**config.mk**
```make
export PLATFORM = sky130hd
export DESIGN_NAME = ckg_ctrl
export DESIGN_NICKNAME = d
export VERILOG_FILES = /design/src/rtl/ckg_ctrl_pkg.sv /design/src/rtl/ckg_stat_cnt.sv /design/src/rtl/ckg_ctrl.sv
export SDC_FILE = /design/constraint.sdc
export NUM_CORES = 1
export LEC_CHECK = 0
export BUFFER_PORTS_ARGS = -buffer_cell sky130_fd_sc_hd__buf_2
export CELL_PAD_IN_SITES_DETAIL_PLACEMENT = 0
export CELL_PAD_IN_SITES_GLOBAL_PLACEMENT = 2
export CORE_ASPECT_RATIO = 2
export CORE_MARGIN = 3
export CORE_UTILIZATION = 29
export CTS_CLUSTER_DIAMETER = 150
export DETAILED_ROUTE_END_ITERATION = 10
export PLACE_DENSITY_LB_ADDON = 0.25
export RECOVER_POWER = 100
export SLEW_MARGIN = 20
export SYNTH_ARGS = -nofsm -noshare
export SYNTH_HDL_FRONTEND = slang
export SYNTH_SLANG_ARGS = --single-unit
```
**constraint.sdc**
```tcl
create_clock -name clk -period 3.3 [get_ports clk]
set_clock_uncertainty 0.1 [all_clocks]
set_input_delay 0.165 -clock clk [delete_from_list [all_inputs] [get_ports clk]]
set_output_delay 0.165 -clock clk [all_outputs]
set_load 0.02 [all_outputs]
```
**src/rtl/ckg_ctrl_pkg.sv**
```systemverilog
// ckg_ctrl_pkg -- shared types and constants for the clock-gate controller.
//   ckg_state_t  : controller state (ON / IDLE / OFF / WAKE)
//   WAKE_CYC_DEF : default number of settle cycles after re-enabling the clock
//   STAT_W       : width of the gated-cycle statistics counter
package ckg_ctrl_pkg;

  typedef enum logic [1:0] {
    ST_ON   = 2'd0,
    ST_IDLE = 2'd1,
    ST_OFF  = 2'd2,
    ST_WAKE = 2'd3
  } ckg_state_t;

  localparam int WAKE_CYC_DEF = 2;
  localparam int STAT_W       = 16;

endpackage

```
**src/rtl/ckg_stat_cnt.sv**
```systemverilog
// ckg_stat_cnt -- saturating event counter.
// Ports:
//   clk, rst : clock and synchronous active-high reset
//   clr      : zero the count; wins over inc
//   inc      : count one event on this edge
//   cnt      : current count, sticks at all-ones
module ckg_stat_cnt #(
  parameter int W = 16
) (
  input  logic         clk,
  input  logic         rst,
  input  logic         clr,
  input  logic         inc,
  output logic [W-1:0] cnt
);

  always_ff @(posedge clk) begin
    if (rst || clr) begin
      cnt <= '0;
    end else if (inc && !(&cnt)) begin
      cnt <= cnt + 1'b1;
    end
  end

endmodule

```
**src/rtl/ckg_ctrl.sv**
```systemverilog
// ckg_ctrl -- idle-driven clock-gate controller for one gated domain.
// Watches req/busy; after idle_thr consecutive idle cycles it drops cg_en,
// and on renewed activity it raises cg_en and waits WAKE_CYC settle cycles
// before reporting rdy again.
// Ports:
//   clk, rst   : ungated clock, synchronous active-high reset
//   req, busy  : activity request / gated domain still working
//   idle_thr   : idle cycles before gating (0 = never gate)
//   test_en    : scan enable, passed straight to cg_te
//   cg_en      : registered enable for the ICG cell E pin
//   cg_te      : test enable for the ICG cell TE pin
//   rdy        : registered, gated clock running and settled
//   stat_clr   : clear the gated-cycle counter
//   stat_cnt   : number of edges seen with cg_en low
//   dbg_state  : current controller state (ckg_state_t encoding)
// Optional feature: define CKG_CTRL_STAT_EN to build the statistics counter;
// otherwise stat_cnt is tied to zero and stat_clr is ignored.
// Handshake: the client holds req high until it samples rdy high; a transfer
// happens on any cycle where req and rdy are both high.
module ckg_ctrl
  import ckg_ctrl_pkg::*;
#(
  parameter int IDLE_W   = 8,
  parameter int WAKE_CYC = WAKE_CYC_DEF
) (
  input  logic              clk,
  input  logic              rst,
  input  logic              req,
  input  logic              busy,
  input  logic [IDLE_W-1:0] idle_thr,
  input  logic              test_en,
  output logic              cg_en,
  output logic              cg_te,
  output logic              rdy,
  input  logic              stat_clr,
  output logic [STAT_W-1:0] stat_cnt,
  output logic [1:0]        dbg_state
);

  localparam logic [3:0] WAKE_LAST = 4'(WAKE_CYC - 1);

  ckg_state_t        state;
  logic [IDLE_W-1:0] cnt;
  logic [3:0]        wake_cnt;

  logic              is_idle;
  logic              thr_zero;
  logic              thr_one;
  logic [IDLE_W:0]   cnt_inc;
  logic              cnt_hit;
  logic [IDLE_W-1:0] cnt_sat_next;

  assign is_idle  = !req && !busy;
  assign thr_zero = (idle_thr == '0);
  assign thr_one  = (idle_thr == IDLE_W'(1));
  // One extra bit so cnt+1 cannot wrap before comparing to the live threshold.
  assign cnt_inc      = {1'b0, cnt} + 1'b1;
  assign cnt_hit      = (cnt_inc >= {1'b0, idle_thr});
  assign cnt_sat_next = (&cnt) ? cnt : cnt + 1'b1;

  assign cg_te     = test_en;
  assign dbg_state = state;

  // cg_en and rdy are registered alongside the state so the enable changes on
  // exactly the edge that samples the gating / waking condition.
  always_ff @(posedge clk) begin
    if (rst) begin
      state    <= ST_ON;
      cg_en    <= 1'b1;
      rdy      <= 1'b1;
      cnt      <= '0;
      wake_cnt <= '0;
    end else begin
      case (state)
        ST_ON: begin
          if (is_idle && !thr_zero) begin
            if (thr_one) begin
              state <= ST_OFF;
              cg_en <= 1'b0;
              rdy   <= 1'b0;
              cnt   <= '0;
            end else begin
              state <= ST_IDLE;
              cnt   <= IDLE_W'(1);
            end
          end
        end
        ST_IDLE: begin
          if (thr_zero || !is_idle) begin
            state <= ST_ON;
            cnt   <= '0;
          end else if (cnt_hit) begin
            state <= ST_OFF;
            cg_en <= 1'b0;
            rdy   <= 1'b0;
            cnt   <= '0;
          end else begin
            cnt <= cnt_sat_next;
          end
        end
        ST_OFF: begin
          if (req || busy) begin
            state    <= ST_WAKE;
            cg_en    <= 1'b1;
            wake_cnt <= '0;
          end
        end
        ST_WAKE: begin
          // Activity inputs are ignored here; only the settle time matters.
          if (wake_cnt == WAKE_LAST) begin
            state    <= ST_ON;
            rdy      <= 1'b1;
            wake_cnt <= '0;
          end else begin
            wake_cnt <= wake_cnt + 1'b1;
          end
        end
        default: begin
          state <= ST_ON;
          cg_en <= 1'b1;
          rdy   <= 1'b1;
        end
      endcase
    end
  end

`ifdef CKG_CTRL_STAT_EN
  ckg_stat_cnt #(
    .W(STAT_W)
  ) u_stat (
    .clk (clk),
    .rst (rst),
    .clr (stat_clr),
    .inc (!cg_en),
    .cnt (stat_cnt)
  );
`else
  logic stat_clr_unused;
  assign stat_clr_unused = stat_clr;
  assign stat_cnt        = '0;
`endif

endmodule
```
==> metrics.cfg <==
[finish]
n_antenna_cell = 0
fillers = 494
nNetsFinal = 211
drive_above_1_share_pct = 17.8
area_growth_pct = 11.3

[place]
dpl_worst_slack_ns = 0.150
dp_hpwl_um = 2470
io_buffers = 15
place_congestion = 0.797

[drt]
postRouteAntennaNets = 0
firstDrtPassIters = 4
drt_iter0_markers = 17
drt-total-wl_um = 3120
drc = 0
wl_per_cell_um = 13.2
vias = 1183
vias_per_cell = 4.99

[logic_synthesis]
synth.top_cell.area_share_pct = 24.6
avgSynthCellArea_um2 = 7.81
yosysWarnings = 0
synth_fa_ha_area_share_pct = 10.6
synth_simple_gate_area_share_pct = 26.9
muxShareOfSynthArea_pct = 0
synth_area_leader_cell = dfxtp_1
netlist_instances = 167
synth_cell_type_count = 41
synth_async_sr_flop_share_pct = 0
synth_area_leaders = dfxtp_1 25%, ha_1 11%, buf_4 9.8%
synth_edf_count = 0
synthXorXnorAreaFrac_pct = 0.672
synthFlopType = dfxtp_1
syn_area_um2 = 1300
synth_compound_area_share_pct = 22.9
synth_top_family_by_area = simple AND/OR/NAND/NOR gates
synth-seq-cells = 16
ys_seq_area_share_pct = 24.6

[run]
max_cap_viol_count = 0

[cts]
clk_latency_ns = 0.25
clkTransAtPathRegs_ns = 0.07
clock_path_buffers = 2
cts_made_buffers = 3
tritoncts = yes
cts_max_level = 1
cts_root_buf = clkbuf_8
clock-sinks = 16
holdBufCountCts = 0

[worst_setup_path]
startpoint_type = flip-flop
max_stage_delay_ns = 0.37
critPathKind = reg2reg
path_max_fanout = 8
crit_buf_inv = 1
crit_chain = ha_2 -> and3_1 -> nand3_1 -> and2_1 -> or2_2 -> ha_1 -> and3_1 -> a221o_1 -> a31oi_1 -> buf_4 -> a2bb2oi_1 -> a221oi_1
critPathSlowestCell = dfxtp_1
arrival_ns = 3.18
path_common_cell = and3_1
cp_data_required_time_ns = 3.35
endpoint_kind = flip-flop
critPathTopFamily = simple AND/OR/NAND/NOR gates

[floorplan]
die-area_um2 = 5380
start_util_pct = 31.0
fp.dieH_um = 101
num_io_pins = 35
die_w_um = 53.4
rows = 33
core-area_um2 = 4210

[outcome]
status = finished, final reports clean

[global_routing]
grt_pass1_wl_um = 5040
grt_max_degree = 18
grt_overflow = 0
antenna_found_initial = 0
grt_pass1_vias = 1156
grt.total_usage_pct = 12.7

[sta]
finalSetupTns_ns = 0
period_share_pct = 95.0
slew_headroom_pct = 60.5
finalCriticalPeriod_ns = 3.14
slew_viol_final = 0
layout_setup_ws_ns = 0.165
tightest_slew_ns = 0.587
hold_viol = 0
setup_viol = 0
clock.fmax_mhz = 319
rsz0062_at_grt = no

[power_and_ir_drop]
peakVddDrop_uv = 369
p_leak_nw = 0.672
power.density_nw_per_um2 = 323

[min_path]
hp-class = in2reg

registers in the layout, summed over array words and instances (netlist names):
signal	count
rdy	1
cnt	8
wake_cnt	4
cg_en	1
dbg_state	2
layer usage:
layer | GRT usage [%] | up-vias | share of wire (%)
met5 | 0 | - | 0
met4 | 8.66 | 0 | 4.1
met3 | 2.07 | 12 | 2.1
met2 | 22.2 | 23 | 56
met1 | 12.9 | 557 | 38
li1 | - | 591 | -
cells in the mapped netlist (2+ instances only):
cell type and n:
buf_4 17, dfxtp_1 16, a21oi_1 15, nand2_1 13, nor2_1 12, ha_1 11
inv_1 10, nand3_1 7, nor2b_1 6, o211ai_1 5, or2_2 5, and2_1 4
and3_1 4, clkbuf_1 4, o21ai_0 4, a21o_1 3, a221o_1 2, a31oi_1 2
nand2b_1 2, nand3b_1 2, nand4_1 2, or3_1 2
repair_timing:
| item | 4_1_cts | 5_1_grt |
|---|---|---|
| endpoints found under the setup margin | 0 | 1 |
| buffers inserted | 0 | 3 |
| endpoints found under the hold margin | 0 | 0 |
| resized for setup | 0 | 1 |
stage by stage:
step / cell area (um^2) / instances / hold WS (ns) / util (%) / power (mW)
2_1_floorplan: 1360 / 182 / 0.302 / - / 0.282
3_3_place_gp: 1380 / 230 / 0.230 / 32.7 / 0.292
3_5_place_dp: 1380 / 230 / 0.230 / 32.7 / 0.293
4_1_cts: 1430 / 234 / 0.184 / 34.0 / 0.471
5_1_grt: 1450 / 237 / 0.229 / 34.5 / 0.490
6_report: 1450 / 237 / 0.183 / 34.5 / 0.469
power by group:
group,internal [mW],switching [mW]
sequential,0.197,0.00653
clock,0.106,0.0701
combinational,0.0310,0.0586
total,0.334,0.135
cell families after synthesis:
kind of cell	Yosys count
simple gates	65
compound gates	41
buf+inv	32
flops	16
fa+ha+maj	11
xor+xnor	1
other cells	1
placed cells by master, fill, tap and decap left out, types with 2 or more instances in the layout:
cell,instances
nand4_1,2
nor2_1,12
buf_4,6
or2_2,5
nor2b_1,6
dfxtp_1,16
o21ai_0,4
a221o_1,2
o211ai_1,5
a21oi_1,15
nand2b_1,2
a31oi_1,2
nand3_1,7
a21o_1,3
and2_1,4
conb_1,16
clkbuf_1,4
clkbuf_8,4
ha_1,10
and3_1,4
buf_2,11
inv_1,10
nand3b_1,2
nand2_1,13
or3_1,2
area by class of cell:
type | instances | area, um^2 | area share (%)
timing repair buffer | 21 | 115 | 7.93
clock buffer | 4 | 55.1 | 3.79
sequential | 16 | 320 | 22.1
inverter | 10 | 37.5 | 2.59
tap | 52 | 65.1 | 4.48
multi-input combinational | 134 | 858 | 59.1
worst paths after layout:
path,from,to,slack (ns),depth (start not counted)
setup reg to reg,cnt[1],dbg_state[0],0.16,12
hold reg to reg,wake_cnt[3],wake_cnt[3],0.39,2
hold / removal,rst,wake_cnt[0],0.18,2
setup / recovery,cnt[1],dbg_state[0],0.16,12
No activity file was read; power rests on OpenSTA's default activity.
